File: config.mk
export PLATFORM = sky130hd
export DESIGN_NAME = rat_int_ctrl
export DESIGN_NICKNAME = d
export VERILOG_FILES = /design/src/rtl/rat_int_ctrl.sv
export SDC_FILE = /design/constraint.sdc
export NUM_CORES = 1
export LEC_CHECK = 0
export ABC_AREA = 1
export BUFFER_PORTS_ARGS = -buffer_cell sky130_fd_sc_hd__buf_2
export CORE_MARGIN = 4
export CORE_UTILIZATION = 54
export CTS_BUF_LIST = sky130_fd_sc_hd__clkbuf_8
export DETAILED_ROUTE_END_ITERATION = 8
export PLACE_DENSITY_LB_ADDON = 0.12
export SYNTH_ARGS = -nofsm -noshare
export SYNTH_HDL_FRONTEND = slang
export SYNTH_SLANG_ARGS = --single-unit
File: constraint.sdc
create_clock -name clk -period 3.65 [get_ports clk]
set_clock_uncertainty 0.15 [all_clocks]
set_input_delay 0.73 -clock clk [delete_from_list [all_inputs] [get_ports clk]]
set_output_delay 0.73 -clock clk [all_outputs]
set_load 0.005 [all_outputs]
File: src/rtl/rat_int_ctrl.sv
// Interrupt controller: edge-detected sources, mask register, global enable,
// and a request/service handshake with the control unit.
module rat_int_ctrl #(
    parameter logic [7:0] MASK_PORT = 8'h30,
    parameter int         NSRC      = 4
) (
    input  logic                    clk,
    input  logic                    RESET,
    input  logic [NSRC-1:0]         INT_IN,
    input  logic                    I_SET,
    input  logic                    I_CLR,
    input  logic                    INT_ACK,
    input  logic                    RETI,
    input  logic                    IO_STRB,
    input  logic [7:0]              PORT_ID,
    input  logic [7:0]              OUT_PORT,
    output logic                    INTV,
    output logic [$clog2(NSRC)-1:0] INT_ID,
    output logic                    I_FLAG,
    output logic [NSRC-1:0]         MASK,
    output logic [NSRC-1:0]         PENDING
);

    localparam int IDW = $clog2(NSRC);

    typedef enum logic [1:0] {
        S_IDLE,
        S_REQ,
        S_SERVICE
    } state_t;

    state_t          r_state;
    logic            r_intv;
    logic [IDW-1:0]  r_int_id;
    logic            r_iflag;
    logic [NSRC-1:0] r_mask;
    logic [NSRC-1:0] r_pending;
    logic [NSRC-1:0] r_sync1;
    logic [NSRC-1:0] r_sync2;
    logic [NSRC-1:0] r_prev;

    logic [NSRC-1:0] w_edge;
    logic [NSRC-1:0] w_elig;
    logic [NSRC-1:0] w_clr;
    logic [IDW-1:0]  w_win;
    logic            w_req;
    logic            w_ack;
    logic            w_mask_wr;
    logic            w_unused_out;

    assign w_edge       = r_sync2 & ~r_prev;
    assign w_elig       = r_pending & r_mask;
    assign w_req        = r_iflag & (|w_elig);
    assign w_ack        = (r_state == S_REQ) & INT_ACK;
    assign w_mask_wr    = IO_STRB & (PORT_ID == MASK_PORT);
    assign w_unused_out = &{1'b0, OUT_PORT[7:NSRC]};

    // Lowest index wins: scan from the top so the last hit is the smallest.
    always_comb begin
        w_win = '0;
        for (int i = NSRC - 1; i >= 0; i--) begin
            if (w_elig[i]) w_win = IDW'(i);
        end
    end

    always_comb begin
        w_clr = '0;
        if (w_ack) w_clr[r_int_id] = 1'b1;
    end

    always_ff @(posedge clk or posedge RESET) begin
        if (RESET) begin
            r_sync1 <= '0;
            r_sync2 <= '0;
            r_prev  <= '0;
        end else begin
            r_sync1 <= INT_IN;
            r_sync2 <= r_sync1;
            r_prev  <= r_sync2;
        end
    end

    always_ff @(posedge clk or posedge RESET) begin
        if (RESET) begin
            r_mask <= '0;
        end else if (w_mask_wr) begin
            r_mask <= OUT_PORT[NSRC-1:0];
        end
    end

    // A fresh edge takes precedence over the acknowledge clear.
    always_ff @(posedge clk or posedge RESET) begin
        if (RESET) begin
            r_pending <= '0;
        end else begin
            r_pending <= (r_pending & ~w_clr) | w_edge;
        end
    end

    always_ff @(posedge clk or posedge RESET) begin
        if (RESET) begin
            r_state  <= S_IDLE;
            r_intv   <= 1'b0;
            r_int_id <= '0;
            r_iflag  <= 1'b0;
        end else begin
            unique case (r_state)
                S_IDLE: begin
                    if (I_CLR)      r_iflag <= 1'b0;
                    else if (I_SET) r_iflag <= 1'b1;
                    if (w_req) begin
                        r_state  <= S_REQ;
                        r_intv   <= 1'b1;
                        r_int_id <= w_win;
                    end
                end
                S_REQ: begin
                    if (INT_ACK) begin
                        r_state <= S_SERVICE;
                        r_intv  <= 1'b0;
                        r_iflag <= 1'b0;
                    end else begin
                        if (I_CLR)      r_iflag <= 1'b0;
                        else if (I_SET) r_iflag <= 1'b1;
                        if (!w_req) begin
                            r_state <= S_IDLE;
                            r_intv  <= 1'b0;
                        end
                    end
                end
                S_SERVICE: begin
                    if (RETI) begin
                        r_state <= S_IDLE;
                        r_iflag <= 1'b1;
                    end
                end
                default: begin
                    r_state <= S_IDLE;
                    r_intv  <= 1'b0;
                end
            endcase
        end
    end

    assign INTV    = r_intv;
    assign INT_ID  = r_int_id;
    assign I_FLAG  = r_iflag;
    assign MASK    = r_mask;
    assign PENDING = r_pending;

endmodule

Word-level counts from Yosys, hierarchy flattened --
Cells that the tools add are included.
Word-level totals: register bits 26, output and inout port bits 12, logic and storage cells 56
Cells by class: order comparisons 2, eq/ne operators 6, mux-type cells 21, bitwise gates (word level) 10, reduce and logical (&&, ||, !) cells 8
Operator list (number):
- $mux 2 | 8
- $and 4x4->4 | 3
- $eq 8x6->1 const B | 1
- $mux 1 | 8
- $not 4->4 | 2
- $pmux 1 s3 | 2
- $pmux 2 s3 | 1
- $reduce_and 3->1 | 2
- $mux 4 | 1
- $ne 2x2->1 const B | 2
- $or 4x4->4 | 1
- $reduce_and 2->1 | 2
- $reduce_or 4->1 | 1
- $and 1x1->1 | 3
- $lt 2x3->1 const B | 1
- $ne 3x3->1 const B | 1
- $reduce_bool 3->1 | 1
- $demux 1 s2 | 1
- $eq 2x1->1 const B | 1
- $eq 2x2->1 const B | 1
- $ge 2x1->1 const B | 1
- $logic_not 2->1 | 1
- $logic_and 1x1->1 | 1
- $not 1->1 | 1

Logic depth before layout (Yosys ltp) --
Gate-level depths: netlist of the first run.
depth in word-level cells 8, depth in mapped cells 9, gate-level depth less buffers 9

Least setup slack after synthesis of the first run --
Ideal clock, no wire load.
kind input port to flip-flop, start point input port PORT_ID[3], end point register r_mask[3], in the netlist MASK[3], setup time 117 ps, arrival 1289 ps, data required time 3383 ps, setup slack 2095 ps, stages 6, buffers on the path 0, cell sequence nor2_1 > nand3_1 > nor3_4 > nand2_2 > nand2_1 > nand2_1
On the way: longest elaborated chain between the ends 2
Ends and longest elaborated chain:
- from (decl) | RTL line 15 | input logic [7:0] PORT_ID,
- $eq 8x6->1 | RTL line 55 | assign w_mask_wr = IO_STRB & (PORT_ID == MASK_PORT);
- $and 1x1->1 | RTL line 55
- to (signal assigned) | RTL line 87 | r_mask <= OUT_PORT[NSRC-1:0];
- to (decl) | RTL line 36 | logic [NSRC-1:0] r_mask;
No other way between the ends. A chain may end at the register's enable or synchronous reset.

Final worst setup path of the first run --
start point register r_iflag, in the netlist I_FLAG, end point output port I_FLAG
RTL lines:
- from (decl) | RTL line 35 | logic r_iflag;
- from (signal assigned) | RTL line 105 | r_iflag <= 1'b0;
- from (signal assigned) | RTL line 109 | if (I_CLR) r_iflag <= 1'b0;
- from (signal assigned) | RTL line 110 | else if (I_SET) r_iflag <= 1'b1;
- to (decl) | RTL line 19 | output logic I_FLAG,
No word-level cell between the ends.

==> results of run 1 <==
==> sequential cells by signal, indices dropped and copies added, names as in the netlist <==
signal	cells
MASK	4
PENDING	4
r_prev	4
r_sync1	4
r_sync2	4
INT_ID	2
r_state	2
INTV	1
I_FLAG	1
==> cells in the final DEF, fill, tap and decap left out, types with 2 or more instances in the layout <==
master and count:
nand2_2 5, dfrtp_1 26, inv_2 2, nand4_1 3, nand2_1 30, buf_2 34
nor2_1 5, nand3_1 9, clkbuf_8 3, o21ai_0 8, ha_1 4, inv_1 15
==> metrics by stage <==
stage	cells	util	total power, µW
after floorplan	114	-	520.8
after global placement	175	0.6733	587.7
after detailed placement	175	0.6733	598.9
after CTS	179	0.7101	833.7
after global routing	179	0.7101	887.9
final	179	0.7101	824.2
==> metal layers <==
metal | global-route usage | share of wire | up-vias
met5 | 0 | 0 | -
li1 | - | - | 438
met3 | 0.06479 | 0.11 | 3
met2 | 0.2918 | 0.48 | 36
met4 | 0.05532 | 0.0080 | 0
met1 | 0.1813 | 0.41 | 408
==> power breakdown <==
part	switching [µW]	total, µW	internal (µW)
Sequential	37.9	371	333
Clock	85.9	233	147
Combinational	128	220	91.9
==> area by class of cell <==
cell class / count / share of cell area
Clock inverter: 1 / 0.02178
Sequential cell: 26 / 0.4719
Tap cell: 27 / 0.02450
Multi-Input combinational cell: 71 / 0.2822
Inverter: 17 / 0.04628
Timing Repair Buffer: 34 / 0.1234
Clock buffer: 3 / 0.02995
==> worst paths after layout <==
check | slack [ns] | depth (start not counted) | endpoint | start
min in group asynchronous | 0.50 | 2 | r_sync1[0] | RESET
hold reg to reg | 0.21 | 0 | r_sync2[2] | r_sync1[2]
setup / recovery | 1.90 | 1 | I_FLAG | I_FLAG
setup reg to reg | 2.16 | 6 | I_FLAG | r_state[0]
hold / removal | 0.21 | 0 | r_sync2[2] | r_sync1[2]
max in group asynchronous | 2.27 | 2 | MASK[1] | RESET
==> cell families (layout without fill, tap and decap cells) <==
kind of cell,after synthesis,after routing,share of synthesized area
AOI/OAI and AO/OA,12,12,0.06463
adders and majority gates,4,4,0.04535
buffers and inverters,17,55,0.05782
DFF,26,26,0.5896
and+or+nand+nor,55,55,0.2426
==> reports/metrics.cfg, run 1 <==
[timing]
period_share=0.4805
finalCriticalPeriod_ns=1.754
worst_pin_slew_ns=0.9358
report.final.slew_viol_count=0
fmax_mhz=570.1
setup_ws_ns=1.896
tns_ns=0
rsz0062_at_grt=no
hold_viol=0
hold_ws_ns=0.2076
setup_violations=0
slew_headroom=0.3755

[setup_path]
startpoint_type=register
critPathTopFamily=flip-flops
end_kind=output pin
worstPathRequired_ns=2.77
cp_slowest_cell=dfrtp_1
max_stage_delay_ns=0.45
crit_path_max_fanout=6
worstPathCellList=buf_2
cp_data_arrival_time_ns=0.87
critPathBufInv=1
critPathKind=reg2out

[place]
hpwlAfterDp_um=1572
preCtsSetupSlack_ns=1.894
dpl_cell_area_um2=1308
routabilityCongestion=0.8149
numPortBuffers=34

[detailed_routing]
num_vias=885
wl_per_cell_um=11.18
drt_iter0_drc=19
dr.pass1.iters=6
vias_per_cell=4.944
drc=0
drtAntennaViolNets=0
drt_wl_total_um=2001

[synthesis]
ys_seq_elements=26
synth_edf_count=0
synth_common_cells=nand2_1 (30), dfrtp_1 (26), inv_1 (15)
synth_most_common_cell=nand2_1
synth.avg_cell_area_um2=9.680
synth_fp_nets=145
synth-main-ff-cell=dfrtp_1
ys_top_cells_by_area=dfrtp_1 (59%), nand2_1 (10%), inv_1 (5.1%)
netlist_area_um2=1104
ys_warn_count=0
synth.largest_area_cell=dfrtp_1
synth_top_area_share=0.5896
ys_async_sr_fraction=1.000
ys_types=17
yosysSeqAreaShare=0.5896
syn_inst=114

[finish]
multiInputGateArea_um2=389.1
stdcell_area_um2=1379
diodes=0
seqCellArea_um2=650.6
area_growth_pct=24.94
fin_nets=184
nFillCells=156
drive_gt1_frac=0.3224

[power_and_ir_drop]
ir_worst_vdd_mv=0.4462
powerDensity_nw_per_um2=597.8
leakagePower_uw=0.0007224

[clock_tree]
clk_pin_slew_ns=0.08
cts_tree=yes
clk-insertion-delay-late_ns=0.27
holdBufCountCts=0
cts_sinks=26
cts-buffers-inserted=3
post_cts_resized=0
htree_levels=1
root_buffer=clkbuf_8
postCtsSetupBuffers=0
cts_buffer_depth=2

[die]
fp.dieW_um=53.21
dieArea_um2=2831
fp.dieH_um=53.21
initial_core_util=0.5683
coreArea_um2=1942
num_rows=16
ioPinCount=39

[flow_run]
cap_violations=0

[outcome]
status=completed

[global_route]
grt_first_pass_wirelength_um=3360
grt.overflow.total=0
grt_antenna_before_repair=0
grt_pass1_vias=846
grt_max_degree=27
grt_use_total=0.1667

[hold_path]
min-delay-path-class=reg2reg

Power figures use the tool's default switching activity.
==> inputs of run 2 (changes only) <==
CORE_UTILIZATION = 50   (was 54)
clock period = 1.8 ns   (was 3.65 ns; I/O delays follow)
==> reports/metrics.cfg, run 2 (same netlist as run 1, synthesis figures left out) <==
[clock_tree]
htree_levels=1  ; unchanged
cts_buffer_depth=2  ; unchanged
cts_tree=yes  ; unchanged
postCtsSetupBuffers=0  ; unchanged
cts-buffers-inserted=3  ; unchanged
cts_sinks=26  ; unchanged
clk_pin_slew_ns=0.08  ; about the same
root_buffer=clkbuf_8  ; unchanged
clk-insertion-delay-late_ns=0.27  ; about the same

[place]
routabilityCongestion=0.8122  ; was 0.8149
hpwlAfterDp_um=1622  ; was 1572 µm
numPortBuffers=34  ; unchanged
dp.cells=176  ; was 175
dpl_cell_area_um2=1315  ; was 1308 µm²

[finish]
seqCellArea_um2=650.6  ; unchanged
fin_nets=186  ; was 184
stdcell_area_um2=1380  ; was 1379 µm²
area_growth_pct=25.06  ; was 24.94%
multiInputGateArea_um2=389.1  ; unchanged
final_common_cell=buf_2  ; unchanged
nFillCells=165  ; was 156
drive_gt1_frac=0.3247  ; was 0.3224
final_cells=181  ; was 179
diodes=0  ; unchanged
layout_common_cells=buf_2 (34), nand2_1 (30), dfrtp_1 (26)  ; unchanged
postLayoutCoreUtil=0.6826  ; was 0.7101

[timing]
rsz0062_at_grt=no  ; unchanged
finalCriticalPeriod_ns=1.556
fmax_mhz=642.7
worst_pin_slew_ns=0.3133  ; was 0.9358 ns
period_share=0.8644
report.final.slew_viol_count=0  ; unchanged
hold_viol=0  ; unchanged
slew_headroom=0.7911  ; was 0.3755
setup_violations=0  ; unchanged
tns_ns=0  ; unchanged

[detailed_routing]
dr.pass1.iters=5  ; was 6
vias_per_cell=4.917  ; was 4.944
num_vias=890  ; was 885
drt_wl_total_um=2063  ; was 2001 µm
drc=0  ; unchanged
wl_per_cell_um=11.40  ; was 11.18 µm
drt_iter0_drc=22  ; was 19
drtAntennaViolNets=0  ; unchanged

[global_route]
met1_usage=0.1812  ; was 0.1813
use_met2=0.3071  ; was 0.2918
busiest_layer=met2  ; unchanged
grt_use_total=0.1640  ; was 0.1667
grt_use_met3=0.02413  ; was 0.06479
grt_first_pass_wirelength_um=3525  ; was 3360 µm
grt_pass1_vias=893  ; was 846
grt_max_degree=27  ; unchanged
grt_antenna_before_repair=0  ; unchanged
grt.overflow.total=0  ; unchanged

[setup_path]
crit_path_max_fanout=5  ; was 6
critPathKind=reg2reg  ; was reg2out
crit_start=r_state[0]  ; was I_FLAG
cp_data_arrival_time_ns=1.54  ; was 0.87 ns
end_kind=register  ; was output pin
r2r_cells=6  ; unchanged
reg2reg_from=r_state[0]  ; unchanged
worstPathRequired_ns=1.78  ; was 2.77 ns
startpoint_type=register  ; unchanged

[hold_path]
min_from=INT_IN[0]  ; was r_sync1[2]
min-delay-path-class=in2reg  ; was reg2reg
hold_depth=1  ; was 0

[power_and_ir_drop]
leakagePower_uw=0.0007244  ; was 0.0007224 µW
ir_worst_vdd_mv=0.8613  ; was 0.4462 mV
powerDensity_nw_per_um2=1147  ; was 597.8 nW/µm²

[die]
fp.dieH_um=54.98  ; was 53.21 µm
coreArea_um2=2022  ; was 1942 µm²
num_rows=16  ; unchanged
ioPinCount=39  ; unchanged
fp.dieW_um=54.98  ; was 53.21 µm
dieArea_um2=3023  ; was 2831 µm²
initial_core_util=0.5458  ; was 0.5683

[flow_run]
cap_violations=0  ; unchanged

[outcome]
status=completed  ; unchanged

-- run 2: path summary, 6_finish.rpt --
kind                       slack, ns          to
min in group asynchronous       0.53  r_sync1[0]
min                             0.04  r_sync1[0]
min reg2reg                     0.21  r_sync2[3]
max in group asynchronous       0.73  PENDING[2]
max reg2reg                     0.24      I_FLAG
max                             0.24      I_FLAG
-- run 2: what timing repair did --
action | in CTS | in global routing
endpoints found under the hold margin | 26 | 0
resized for setup | 0 | 0
hold buffers | 1 | 0
-- run 2: layout make-up --
class	count	share of cell area
sequential	26	0.4714
tap	27	0.02448
multi-input combinational	71	0.2820
timing repair buffer	36	0.1360
inverter	17	0.04624
clock buffer	4	0.03989
-- run 2: critical path, stage by stage, from the launching register on --
cell and delay (ns):
dfrtp_1 0.42, inv_1 0.10, ha_1 0.17, inv_1 0.07, or2_1 0.29, a21oi_1 0.16, a41oi_1 0.07
-- run 2: routing by layer --
| layer | up-vias | share of wire |
|---|---|---|
| li1 | 437 | - |
| met5 | - | 0 |
| met1 | 422 | 0.44 |
| met3 | 5 | 0.062 |
| met4 | 0 | 0.019 |
| met2 | 26 | 0.48 |
-- run 2: metrics by stage --
| stage | setup WS, ns | power, µW | hold WS (ns) |
|---|---|---|---|
| global route | 0.1416 | 1695 | 0.03343 |
| finish | 0.2440 | 1583 | 0.04133 |
| global placement | 0.3603 | 1200 | 0.1843 |
| detailed placement | 0.2651 | 1225 | 0.1880 |
| CTS | 0.2502 | 1595 | 0.03770 |
| floorplan | 0.4217 | 1056 | 0.1812 |
-- run 2: where the power goes --
| group | switching, µW | internal, µW |
|---|---|---|
| Clock | 173 | 195 |
| Combinational | 267 | 190 |
| Sequential | 81.8 | 676 |
